===== config.mk =====
export PLATFORM = sky130hd
export DESIGN_NAME = score_display_ctrl
export DESIGN_NICKNAME = d
export VERILOG_FILES = /design/src/rtl/score_display_pkg.sv /design/src/rtl/seven_segment.sv /design/src/rtl/score_display_ctrl.sv
export SDC_FILE = /design/constraint.sdc
export NUM_CORES = 1
export LEC_CHECK = 0
export BUFFER_PORTS_ARGS = -buffer_cell sky130_fd_sc_hd__buf_2
export CAP_MARGIN = 10
export CORE_MARGIN = 4
export CORE_UTILIZATION = 55
export CTS_CLUSTER_SIZE = 28
export DETAILED_ROUTE_END_ITERATION = 10
export PLACE_DENSITY_LB_ADDON = 0.08
export SLEW_MARGIN = 20
export SYNTH_ARGS = -nofsm -noshare
export SYNTH_HDL_FRONTEND = slang
export SYNTH_SLANG_ARGS = --single-unit

===== constraint.sdc =====
create_clock -name clk -period 3.9 [get_ports clk]
set_input_delay 0.39 -clock clk [delete_from_list [all_inputs] [get_ports clk]]
set_output_delay 0.39 -clock clk [all_outputs]
set_load 0.005 [all_outputs]

===== src/rtl/score_display_pkg.sv =====
// score_display_pkg
//   Shared definitions for the score display controller: FSM state encoding,
//   binary/BCD widths, the saturation limit and the double-dabble nibble
//   adjustment used by the converter.
package score_display_pkg;

    typedef enum logic [1:0] {
        ST_IDLE   = 2'd0,
        ST_SHIFT  = 2'd1,
        ST_UPDATE = 2'd2
    } state_t;

    localparam int MAX_VALUE = 9999;
    localparam int BIN_W     = 14;
    localparam int DIGITS    = 4;
    localparam int BCD_W     = 16;

    // Double-dabble correction: any BCD nibble of 5 or more gets +3 so the
    // following left shift carries correctly into the next decimal digit.
    function automatic logic [BCD_W-1:0] bcd_adjust(input logic [BCD_W-1:0] bcd);
        logic [BCD_W-1:0] r;
        r = bcd;
        for (int i = 0; i < DIGITS; i++) begin
            if (bcd[i*4 +: 4] >= 4'd5) begin
                r[i*4 +: 4] = bcd[i*4 +: 4] + 4'd3;
            end
        end
        return r;
    endfunction

endpackage


===== src/rtl/seven_segment.sv =====
// seven_segment
//   Decimal digit to active-low 7-segment decoder, segment order {a..g}.
//   Ports:
//     digit : BCD digit 0..9 (codes above 9 show blank)
//     en    : 0 forces the digit blank (all segments off)
//     seg   : active-low segment outputs {a,b,c,d,e,f,g}
module seven_segment (
    input  logic [3:0] digit,
    input  logic       en,
    output logic [6:0] seg
);

    always_comb begin
        seg = 7'b1111111;
        if (en) begin
            case (digit)
                4'd0:    seg = 7'b0000001;
                4'd1:    seg = 7'b1001111;
                4'd2:    seg = 7'b0010010;
                4'd3:    seg = 7'b0000110;
                4'd4:    seg = 7'b1001100;
                4'd5:    seg = 7'b0100100;
                4'd6:    seg = 7'b0100000;
                4'd7:    seg = 7'b0001111;
                4'd8:    seg = 7'b0000000;
                4'd9:    seg = 7'b0000100;
                default: seg = 7'b1111111;
            endcase
        end
    end

endmodule


===== src/rtl/score_display_ctrl.sv =====
// score_display_ctrl
//   Converts a 14-bit binary score to four BCD digits (serial double-dabble,
//   one shift per cycle) and drives four 7-segment displays with optional
//   leading-zero blanking and whole-display blinking.
//   Ports:
//     clk, rst      : clock, synchronous active-high reset
//     load, value   : start a conversion of value (saturated to 9999); only
//                     accepted while idle
//     blank_lz      : blank leading zero digits (combinational)
//     blink         : flash the display at BLINK_DIV cycles per half-period
//     busy          : conversion in progress
//     done          : one-cycle pulse when new digits are shown
//     hex0..hex3    : active-low segments {a..g}, hex0 = ones digit
module score_display_ctrl
    import score_display_pkg::*;
#(
    parameter int BLINK_DIV = 25000000
) (
    input  logic              clk,
    input  logic              rst,
    input  logic              load,
    input  logic [BIN_W-1:0]  value,
    input  logic              blank_lz,
    input  logic              blink,
    output logic              busy,
    output logic              done,
    output logic [6:0]        hex0,
    output logic [6:0]        hex1,
    output logic [6:0]        hex2,
    output logic [6:0]        hex3
);

    localparam int                BLK_W   = (BLINK_DIV > 2) ? $clog2(BLINK_DIV) : 1;
    localparam logic [BIN_W-1:0]  MAX_BIN = BIN_W'(MAX_VALUE);
    localparam logic [BLK_W-1:0]  BLK_TOP = BLK_W'(BLINK_DIV - 1);

    state_t                   state, state_nxt;
    logic [BCD_W-1:0]         bcd_q;
    logic [BIN_W-1:0]         bin_q;
    logic [3:0]               cnt_q;
    logic [BCD_W-1:0]         digits_q;
    logic                     done_q;
    logic [BLK_W-1:0]         blk_cnt;
    logic                     phase;
    logic [BCD_W+BIN_W-1:0]   shift_src;
    logic [DIGITS-1:0]        nz;
    logic [DIGITS-1:0]        en;
    logic [6:0]               seg [DIGITS];

    always_comb begin
        state_nxt = state;
        case (state)
            ST_IDLE:   if (load) state_nxt = ST_SHIFT;
            ST_SHIFT:  if (cnt_q == 4'd1) state_nxt = ST_UPDATE;
            ST_UPDATE: state_nxt = ST_IDLE;
            default:   state_nxt = ST_IDLE;
        endcase
    end

    assign shift_src = {bcd_adjust(bcd_q), bin_q};

    always_ff @(posedge clk) begin
        if (rst) begin
            state    <= ST_IDLE;
            bcd_q    <= '0;
            bin_q    <= '0;
            cnt_q    <= '0;
            digits_q <= '0;
            done_q   <= 1'b0;
        end else begin
            state  <= state_nxt;
            done_q <= 1'b0;
            case (state)
                ST_IDLE: begin
                    if (load) begin
                        bin_q <= (value > MAX_BIN) ? MAX_BIN : value;
                        bcd_q <= '0;
                        cnt_q <= 4'(BIN_W);
                    end
                end
                ST_SHIFT: begin
                    {bcd_q, bin_q} <= {shift_src[BCD_W+BIN_W-2:0], 1'b0};
                    cnt_q          <= cnt_q - 4'd1;
                end
                ST_UPDATE: begin
                    digits_q <= bcd_q;
                    done_q   <= 1'b1;
                end
                default: ;
            endcase
        end
    end

    // Free-running blink divider; phase flips every BLINK_DIV cycles.
    always_ff @(posedge clk) begin
        if (rst) begin
            blk_cnt <= '0;
            phase   <= 1'b0;
        end else if (blk_cnt == BLK_TOP) begin
            blk_cnt <= '0;
            phase   <= ~phase;
        end else begin
            blk_cnt <= blk_cnt + 1'b1;
        end
    end

    // A digit is shown if it or any more significant digit is nonzero;
    // the ones digit always shows so zero displays as "0".
    always_comb begin
        for (int k = 0; k < DIGITS; k++) begin
            nz[k] = (digits_q[k*4 +: 4] != 4'd0);
        end
        en[3] = nz[3];
        en[2] = nz[3] | nz[2];
        en[1] = nz[3] | nz[2] | nz[1];
        en[0] = 1'b1;
        if (!blank_lz) en = '1;
        if (blink && phase) en = '0;
    end

    for (genvar g = 0; g < DIGITS; g++) begin : g_dec
        seven_segment u_seg (
            .digit (digits_q[g*4 +: 4]),
            .en    (en[g]),
            .seg   (seg[g])
        );
    end

    assign hex0 = seg[0];
    assign hex1 = seg[1];
    assign hex2 = seg[2];
    assign hex3 = seg[3];
    assign busy = (state != ST_IDLE);
    assign done = done_q;

endmodule

Yosys cells after proc, flatten, opt, wreduce, memory -nomap -nowiden. Memory sizes are Yosys's and may differ from the RTL's. A register that Yosys moved wholly into a read port is not among the register bits. Index checks and enable logic that the tools add are counted.

ROM bits: 448. Register bits after elaboration: 79. Logic and storage cells: 71. Memories kept: 4. Input bits: 19.

Memories: (name not given) (depth 16, width 7, read ports 1, clocked after memory_dff 1, write ports 0, line seven_segment.sv:16) `case (digit)`; (name not given) (depth 16, width 7, read ports 1, clocked after memory_dff 1, write ports 0, line seven_segment.sv:16); (name not given) (depth 16, width 7, read ports 1, clocked after memory_dff 1, write ports 0, line seven_segment.sv:16); (name not given) (depth 16, width 7, read ports 1, clocked after memory_dff 1, write ports 0, line seven_segment.sv:16).

Bitwise gates (word level): 3. Muxes and demuxes: 29. $lt $le $gt $ge: 5. Reductions and logical operators: 10. Eq/ne operators: 6. Add/sub/neg operators: 6.

Operator list (count): $mux W4 (14); $pmux W16 S2 (1); $mux W14 (2); $mux W7 (4); $pmux W14 S2 (1); $add A25 B1 Y25 const B (1); $eq A25 B25 Y1 const B (1); $ge A4 B3 Y1 const B (4); $mux W16 (1); $gt A14 B14 Y1 const B (1); $add A4 B2 Y4 const B (3); $reduce_bool A4 Y1 (3); $pmux W4 S2 (1); $eq A4 B1 Y1 const B (1); $mux W2 (2); $ne A2 B2 Y1 const B (2); $pmux W2 S2 (1); $reduce_and A2 Y1 (2); $reduce_bool A2 Y1 (2); $sub A4 B1 Y4 const B (1); $add A3 B2 Y3 const B (1); $mux W3 (1); $eq A2 B1 Y1 const B (1); $eq A2 B2 Y1 const B (1); 6 further kinds (7).

Logic depth before layout (Yosys ltp). Gate-level depths: netlist of run 1.

Word-level depth: 6. Mapped depth: 10.

Hierarchy. A second synthesis of run 1 with hierarchy kept.

Cell total of the unflattened synthesis: 561. Area, all modules: 4475.5 µm².

Modules (own cells, without submodules): score_display_ctrl (times used 1, cells each 421, area an instance 3554.7 µm², seq. area each 1581.5 µm²); seven_segment (times used 4, cells each 35, area an instance 230.2 µm², seq. area each 0.0 µm²).

Worst setup path before layout of run 1. OpenSTA, ideal clock, no wires.

Path type: register to register. Start: register state[0]. End: register with a tool-made name. Buffers on the path: 3. Setup time: 121 ps. Setup slack: 2015 ps. Arrival time: 1764 ps. Data required time: 3779 ps. Clock period less this slack: 1885 ps. Cell stages (with the launch flop): 11. Path through: dfxtp_1 buf_4 nor2b_2 buf_6 buf_8 mux2i_1 or2_2 inv_2 ha_1 mux2i_1 mux2_2.

RTL lines: from (decl) (line score_display_ctrl.sv:37) `state_t state, state_nxt;`; from (signal assigned) (line score_display_ctrl.sv:71) `state <= state_nxt;`.

==> impl_metrics.json, run 1 <==
{
  "status": "completed",
  "max-cap-violations": 0,
  "synth-edff-count": 0,
  "hold_buffers": 0,
  "io_pins": 49,
  "cts_root_buf": "clkbuf_8",
  "h-tree-depth": 3,
  "holdWs_ps": 294,
  "holdPathEnd": "bin_q[2]",
  "place_inst": 747,
  "critical_path.max_fanout": 14,
  "antenna_found_initial": 0,
  "clkLatencyLatePin_ps": 370,
  "criticalPathCategory": "reg -> reg",
  "synth_cells": 593,
  "fp-row-count": 35,
  "hold_violations": 0,
  "syn_to_final_growth_pct": 9.47,
  "dp_hpwl_um": 7200,
  "p_leak_nw": 2.40,
  "worstMarginPinSlew_ps": 901,
  "timing.fmax_mhz": 383,
  "syn-num-nets": 647,
  "critical_path.cell_chain": "nor2b_2 > mux2i_1 > or2_2 > inv_1 > ha_1 > mux2i_1 > mux2_2",
  "via_count": 4001,
  "r2r.worst_path.cells": 7,
  "routed_via_density": 5.25,
  "setup_violations": 0,
  "yosysSeqAreaShare": 0.403,
  "r2r_slack_ps": 1290,
  "firstDrtPassIters": 5,
  "drc": 0,
  "nets": 683,
  "final-max-slew-violation-count": 0,
  "pwr_density_cell_nw_per_um2": 341,
  "slowest_stage": "nor2b_2",
  "cts_tree": "yes",
  "post-route-period-util": 0.670,
  "finalNonFillerCells": 762,
  "routed_wl_um": 10100,
  "rsz0062_at_grt": "false",
  "insertedDiodeCount": 0,
  "start_util": 0.569,
  "finalCriticalPeriod_ps": 2610,
  "wl_per_cell_um": 13.2,
  "holdCritStartpoint": "value[2]",
  "gp_congestion": 0.819,
  "cts_made_buffers": 9,
  "path_buf_inv": 1,
  "clock_path_buffers": 2,
  "path_clk_slew_ps": 90,
  "cp.required_ps": 4160,
  "ys_warn_count": 0,
  "grt_overflow_total": 0,
  "grt_pass1_vias": 3901,
  "drive_gt1_frac": 0.199,
  "cts.sinks": 107,
  "crit_top_cell": "mux2i_1",
  "grt_usage": 0.189,
  "worstPathArrival_ps": 2870,
  "relSlewSlack": 0.396,
  "cpLargestDelayFamily": "simple AND/OR/NAND/NOR gates",
  "dp_slack_ps": 1290,
  "synth.avg_cell_area_um2": 8.96,
  "ant_nets": 0,
  "cts_setup_buffers": 0,
  "setup_slack_ps": 1290,
  "io_buffers": 48,
  "grt_max_degree": 41,
  "synth-async-reset-ratio": 0,
  "die_w_um": 106,
  "drt-initial-drc-count": 194,
  "ctsResizeCount": 0,
  "fin_tns_setup_ps": 0,
  "hold_depth": 3,
  "yosysUniqueCellTypes": 55,
  "die_h_um": 106,
  "rr_startpoint": "state[1]",
  "grt_pass1_wl_um": 17800,
  "hold_path_class": "in -> reg",
  "ys_ff_latch": 107,
  "syn_area_um2": 5310,
  "dieArea_um2": 11300,
  "core_um2": 9330,
  "crit_path_end_kind": "flip-flop",
  "cp-start-kind": "flip-flop",
  "finalClockSkew_ps": 11.9,
  "vdd_ir_drop_max_v": 0.000207,
  "critPathMaxStageDelay_ps": 800,
  "synth_ff_type": "dfxtp_1"
}
## routing by layer
layer,up-vias,GRT usage,wire (um)
met5,-,0,0
met4,0,0.0490,99
met3,8,0.0431,396
met2,68,0.320,4830
met1,1845,0.244,4740
li1,2080,-,-
## cell type report
class,instances,area (um2)
fill,841,3510
multi-input combinational,418,2880
sequential,107,2140
timing repair buffer,51,263
tap,129,161
inverter,42,158
clock buffer,13,149
clock inverter,2,60.1
## worst max-delay path by stage
stage,start,endpoint,slack [ps],cells past startpoint
3_3_place_gp,state[1],flip-flop,1380,7
5_1_grt,state[1],flip-flop,1030,7
6_report,state[1],flip-flop,1290,7
3_5_place_dp,state[1],flip-flop,1290,7
4_1_cts,state[1],flip-flop,1260,7
2_1_floorplan,state[0],flip-flop,2020,10
## report_power, final
group          switching [mW]  internal, mW  leakage, nW  total (mW)
Clock                   0.347         0.377        0.104       0.724
Combinational          0.0746        0.0519         1.43       0.126
Sequential             0.0191          1.11        0.867        1.13
Total                   0.441          1.54         2.40        1.98
## cells in the mapped netlist (all sizes together) (2+ instances only)
master    n  area share
nand3    16       0.015
inv      42       0.030
a222oi    5      0.0094
nand2b   13       0.015
xor2      6      0.0099
xnor2    23       0.038
or4       3      0.0049
mux2      5       0.011
mux2i    34       0.066
a211oi    2      0.0028
a21oi    31       0.029
nand3b    8       0.011
o31ai     4      0.0057
nand2    24       0.017
nand4     6      0.0082
nor3     23       0.026
and4      3      0.0052
nor2     74       0.059
nor4      8       0.013
dfxtp   107        0.40
nor2b     6      0.0075
a21o      2      0.0028
o21ai    31       0.029
or2      36       0.042
clkbuf   17       0.012
o211ai    2      0.0028
buf       9       0.013
a22oi     9       0.013
a32oi     2      0.0033
ha       35       0.082
## cell families (layout without fill, tap and decap cells)
group,count (synthesis),count (layout),synth area share
xor gates and xnor gates,29,29,0.0478
AOI/OAI and AO/OA,92,92,0.105
adders and majority gates,35,35,0.0824
muxes,39,39,0.0768
buffers and inverters,68,108,0.0547
and+or+nand+nor,223,223,0.230
DFF,107,107,0.403
## cells in the final DEF (no fill, tap or decap), drive strengths merged, types with 23 or more instances in the layout
| master | n |
|---|---|
| dfxtp | 107 |
| mux2i | 34 |
| a21oi | 31 |
| inv | 42 |
| nor3 | 23 |
| xnor2 | 23 |
| buf | 51 |
| nor2 | 74 |
| o21ai | 31 |
| ha | 35 |
| nand2 | 24 |
| or2 | 36 |
## per-stage QoR
step                 util  total power [mW]  area (um2)
floorplan               -              1.24        5310
global placement    0.601              1.28        5610
detailed placement  0.601              1.28        5610
CTS                 0.623              2.01        5810
global route        0.623              2.07        5810
finish              0.623              1.98        5810
## worst reg2reg max path, delay by kind of cell, from the launching register on
kind                     cells  cell delay, ps
AND/OR/NAND/NOR              2            1170
multiplexers                 3             500
adder cells (fa/ha/maj)      1             170
flip-flops                   1             500
buffers and inverters        1             160
Note: power is estimated with default switching activity, not from simulation.
==> inputs of run 2 (changes only) <==
--- a/config.mk
+++ b/config.mk
@@ -8,7 +8,7 @@
 export BUFFER_PORTS_ARGS = -buffer_cell sky130_fd_sc_hd__buf_2
 export CAP_MARGIN = 10
 export CORE_MARGIN = 4
-export CORE_UTILIZATION = 55
+export CORE_UTILIZATION = 54
 export CTS_CLUSTER_SIZE = 28
 export DETAILED_ROUTE_END_ITERATION = 10
 export PLACE_DENSITY_LB_ADDON = 0.08
==> constraint.sdc (replaced) <==
create_clock -name clk -period 2.1 [get_ports clk]
set_input_delay 0.21 -clock clk [delete_from_list [all_inputs] [get_ports clk]]
set_output_delay 0.21 -clock clk [all_outputs]
set_load 0.005 [all_outputs]
==> impl_metrics.json, run 2 (same netlist as run 1, synthesis figures left out) <==
{
  "max-cap-violations": 0,
  "p_switching_uw": 849,
  "setup_violations": 0,
  "io_buffers": 48,
  "finalClockSkew_ps": 8.40,
  "cts.sinks": 107,
  "die_w_um": 107,
  "die_h_um": 107,
  "rsz0062_at_grt": "false",
  "place_inst": 761,
  "antenna_found_initial": 0,
  "internal_power_mw": 2.76,
  "hold_violations": 0,
  "met3_usage": 0.0482,
  "insertedDiodeCount": 0,
  "busiest_layer": "met2",
  "fin_tns_setup_ps": 0,
  "drt-initial-drc-count": 157,
  "cp.required_ps": 1890,
  "cts_made_buffers": 9,
  "seqPwrFrac": 0.580,
  "pwr-share-clk": 0.347,
  "grt_max_degree": 29,
  "nets": 697,
  "met1_usage": 0.219,
  "criticalPathCategory": "reg -> out",
  "rr_startpoint": "state[1]",
  "grt_overflow_total": 0,
  "vdd_ir_drop_max_v": 0.000420,
  "hold_path_class": "in -> reg",
  "grt_pass1_vias": 4031,
  "final_cell_mix": "dfxtp_1, nor2_1, buf_2, inv_1",
  "status": "completed",
  "grt_pass1_wl_um": 17400,
  "startpoint": "digits_q[4]",
  "grtUsageMet2": 0.317,
  "via_count": 4061,
  "regArea_um2": 2140,
  "p_leak_nw": 2.48,
  "path_clk_slew_ps": 90,
  "firstDrtPassIters": 4,
  "cts_tree": "yes",
  "worstPathArrival_ps": 1740,
  "crit_path_end_kind": "primary output",
  "h-tree-depth": 3,
  "post-route-period-util": 0.931,
  "critical_path.max_fanout": 7,
  "swShare": 0.235,
  "core_um2": 9420,
  "routed_wl_um": 10100,
  "gp_congestion": 0.818,
  "syn_to_final_growth_pct": 11.7,
  "cp-start-kind": "flip-flop",
  "drive_gt1_frac": 0.221,
  "multiInputGateArea_um2": 2890,
  "drc": 0,
  "finalNonFillerCells": 777,
  "start_util": 0.564,
  "timing.fmax_mhz": 512,
  "final_common_cell": "dfxtp_1",
  "nFillCells": 836,
  "cts_root_buf": "clkbuf_8",
  "finalCriticalPeriod_ps": 1950,
  "holdCritStartpoint": "value[3]",
  "grt_usage": 0.184,
  "clock_path_buffers": 2,
  "combinationalPowerShare": 0.073,
  "dp_hpwl_um": 7290,
  "pwr_density_cell_nw_per_um2": 608,
  "relSlewSlack": 0.666,
  "clkLatencyLatePin_ps": 370,
  "routed_via_density": 5.23,
  "dieArea_um2": 11500,
  "wl_per_cell_um": 12.9,
  "ant_nets": 0,
  "io_pins": 49,
  "fp-row-count": 35,
  "final-max-slew-violation-count": 0,
  "worstMarginPinSlew_ps": 495
}
==> run 2: path summary, 6_finish.rpt <==
| path | end | slack, ps | cells past startpoint |
|---|---|---|---|
| max reg2reg | flip-flop | 180 | 8 |
| max | hex1[0] | 150 | 5 |
| min | bin_q[3] | 110 | 3 |
| min reg2reg | blk_cnt[0] | 490 | 1 |
==> run 2: per-layer routing <==
layer  wire [um]  part of all wire
met5           0                 0
met4         204             0.020
met3         440             0.044
met2        4710              0.47
met1        4700              0.47
==> run 2: metrics by stage <==
step | setup slack (ps) | hold slack [ps] | total power, mW | cell area (um2) | util
2_1_floorplan | 215 | 377 | 2.31 | 5310 | -
3_3_place_gp | 230 | 455 | 2.40 | 5730 | 0.609
3_5_place_dp | 198 | 466 | 2.40 | 5730 | 0.609
4_1_cts | 67.4 | 81.5 | 3.67 | 5930 | 0.630
5_1_grt | 11.1 | 94.1 | 3.76 | 5930 | 0.630
6_report | 146 | 107 | 3.61 | 5930 | 0.630
==> run 2: worst max-delay path, cell delays in order, from the launching register on <==
cell     delay [ps]
dfxtp_1         320
or4_1           550
o21ai_1         140
buf_4           150
or2_2           110
buf_2           100
==> run 2: power groups by stage <==
stage | clock network [mW] | registers (mW) | logic [mW]
CTS | 1.31 | 2.09 | 0.264
global placement | 0 | 2.14 | 0.259
floorplan | 0 | 2.13 | 0.177
detailed placement | 0 | 2.14 | 0.263
global route | 1.36 | 2.10 | 0.297
finish | 1.25 | 2.09 | 0.262
==> run 2: final cells by class <==
cell class,count,share of cell area
flip-flops and latches,107,0.361
multi-input cells,418,0.486
clock inverters,5,0.00886
repair buffers,65,0.0662
clock buffers,11,0.0238
inverters,42,0.0266
well taps,129,0.0272
==> run 2: what timing repair did <==
| item | CTS | global route |
|---|---|---|
| endpoints found under the setup margin | 0 | 7 |
| buffers inserted | 0 | 0 |
| hold buffers | 0 | 0 |
| resized for setup | 0 | 2 |
==> inputs of run 3 (changes only) <==
--- a/config.mk
+++ b/config.mk
@@ -5,6 +5,7 @@
 export SDC_FILE = /design/constraint.sdc
 export NUM_CORES = 1
 export LEC_CHECK = 0
+export ABC_AREA = 1
 export BUFFER_PORTS_ARGS = -buffer_cell sky130_fd_sc_hd__buf_2
 export CAP_MARGIN = 10
 export CORE_MARGIN = 4
==> impl_metrics.json, run 3 <==
{
  "start_util": 0.553,
  "grt_pass1_wl_um": 19800,
  "grt_pass1_vias": 4407,
  "hold_violations": 0,
  "synthTopCellsByArea": "dfxtp_1, nand2_1, ha_1",
  "fin_tns_setup_ps": 0,
  "setup_violations": 0,
  "synthTopCellsByCount": "nand2_1, dfxtp_1, inv_1, nor2_1, nand3_1",
  "dpl_cell_area_um2": 6000,
  "met1_usage": 0.240,
  "drive_gt1_frac": 0.162,
  "hold_path_class": "in -> reg",
  "io_pins": 49,
  "place_inst": 967,
  "status": "completed",
  "post-route-period-util": 0.908,
  "io_buffers": 48,
  "synth_ff_type": "dfxtp_1",
  "timing.fmax_mhz": 524,
  "antenna_found_initial": 0,
  "postLayoutCoreUtil": 0.607,
  "via_count": 4842,
  "synth-edff-count": 0,
  "synth_cells": 798,
  "yosysUniqueCellTypes": 38,
  "cp.required_ps": 1890,
  "firstDrtPassIters": 5,
  "fp-row-count": 37,
  "max-cap-violations": 0,
  "holdCritStartpoint": "value[5]",
  "grt_max_degree": 34,
  "drc": 0,
  "die_w_um": 111,
  "vdd_ir_drop_max_v": 0.000488,
  "multiInputGateArea_um2": 3010,
  "h-tree-depth": 3,
  "finalCriticalPeriod_ps": 1910,
  "r2r.worst_path.cells": 9,
  "core_um2": 10300,
  "pwr_density_cell_nw_per_um2": 611,
  "final_cell_mix": "nand2_1, dfxtp_1, inv_1, nor2_1, nand3_1",
  "cts_root_buf": "clkbuf_8",
  "cts.sinks": 107,
  "grt_overflow_total": 0,
  "clock_path_buffers": 2,
  "dieArea_um2": 12200,
  "busiest_layer": "met2",
  "final-max-slew-violation-count": 0,
  "cts_made_buffers": 9,
  "synth.avg_cell_area_um2": 7.12,
  "hold_depth": 3,
  "yosysSeqAreaShare": 0.377,
  "final_common_cell": "nand2_1",
  "crit_path_end_kind": "primary output",
  "syn-num-nets": 852,
  "r2r_slack_ps": 210,
  "path_clk_slew_ps": 100,
  "wl_per_cell_um": 11.6,
  "rr_startpoint": "state[0]",
  "clkLatencyLatePin_ps": 380,
  "p_leak_nw": 2.91,
  "routed_via_density": 4.93,
  "die_h_um": 111,
  "routed_wl_um": 11400,
  "regArea_um2": 2140,
  "grt_usage": 0.193,
  "yosysTopAreaCell": "dfxtp_1",
  "met3_usage": 0.0532,
  "relSlewSlack": 0.588,
  "syn_to_final_growth_pct": 9.75,
  "cts_tree": "yes",
  "drt-initial-drc-count": 258,
  "synth-async-reset-ratio": 0,
  "worstPathArrival_ps": 1700,
  "finalNonFillerCells": 982,
  "grtUsageMet2": 0.332,
  "insertedDiodeCount": 0,
  "gp_congestion": 0.880,
  "final_area_um2": 6240,
  "hold_buffers": 0,
  "ys_warn_count": 0,
  "dp_hpwl_um": 8630,
  "total_power_mw": 3.81,
  "cp-start-kind": "flip-flop",
  "ys_ff_latch": 107,
  "nets": 896,
  "syn_area_um2": 5690,
  "holdPathEnd": "bin_q[5]",
  "rsz0062_at_grt": "false",
  "ant_nets": 0,
  "nFillCells": 990,
  "finalClockSkew_ps": 12.1,
  "synth_top_cell_area_share": 0.377,
  "yosysMostFrequentCell": "nand2_1",
  "critical_path.max_fanout": 7,
  "criticalPathCategory": "reg -> out",
  "worstMarginPinSlew_ps": 617
}
[run 3: changes by cell type in the layout (fill, tap and decap cells not counted), sizes merged, moves of 17 or more]
cell and change:
inv +68, mux2i -34, nand2 +196, nand3 +37, nor2 +24, nor3 -17, or2 -18, xnor2 -20
[run 3: power breakdown]
group | internal (mW) | switching [mW] | total (mW)
Sequential | 2.08 | 0.0230 | 2.10
Combinational | 0.118 | 0.206 | 0.324
Clock | 0.706 | 0.684 | 1.39
Total | 2.90 | 0.913 | 3.81
[run 3: routing by layer]
metal | vias up | wire length [um]
met5 | - | 0
met4 | 0 | 121
met3 | 10 | 378
met2 | 57 | 5510
met1 | 2188 | 5410
li1 | 2587 | -
[run 3: how the worst max path moves through the flow]
| stage | slack (ps) | to | cells after the start | from |
|---|---|---|---|---|
| 4_1_cts | 90 | hex1[1] | 4 | digits_q[8] |
| 5_1_grt | 10 | hex2[1] | 5 | digits_q[13] |
| 2_1_floorplan | 560 | flip-flop | 12 | state[0] |
| 3_5_place_dp | 210 | flip-flop | 11 | state[0] |
| 3_3_place_gp | 300 | flip-flop | 11 | state[0] |
| 6_report | 190 | hex1[2] | 4 | digits_q[8] |
[run 3: logic make-up after synthesis]
family | Yosys count | synth area share
buffers and inverters | 129 | 0.0955
and+or+nand+nor | 420 | 0.337
xor gates and xnor gates | 11 | 0.0169
AOI/OAI and AO/OA | 96 | 0.0971
DFF | 107 | 0.377
adders and majority gates | 35 | 0.0770
[run 3: critical path, cell delays in order, from the launching register on]
cell	delay, ps
dfxtp_1	330
nor4_2	440
nand3_2	230
nand3b_1	180
buf_2	130
[run 3: area by class of cell]
cell class,instances,share of cell area
flip-flops and latches,107,0.343
inverters,109,0.0664
multi-input cells,562,0.483
clock inverters,5,0.0138
well taps,136,0.0273
clock buffers,10,0.0221
repair buffers,53,0.0445
[run 3: stage by stage]
step / worst slack (ps) / hold WS (ps)
floorplan: 564 / 374
global placement: 296 / 432
detailed placement: 211 / 446
CTS: 86.1 / 77.9
global route: 11.2 / 84.7
finish: 193 / 103
[run 3: what timing repair did]
item / 4_1_cts / 5_1_grt
setup endpoints to repair: 7 / 13
resized for setup: 1 / 3
pin swaps: 1 / 0
setup buffers: 0 / 0
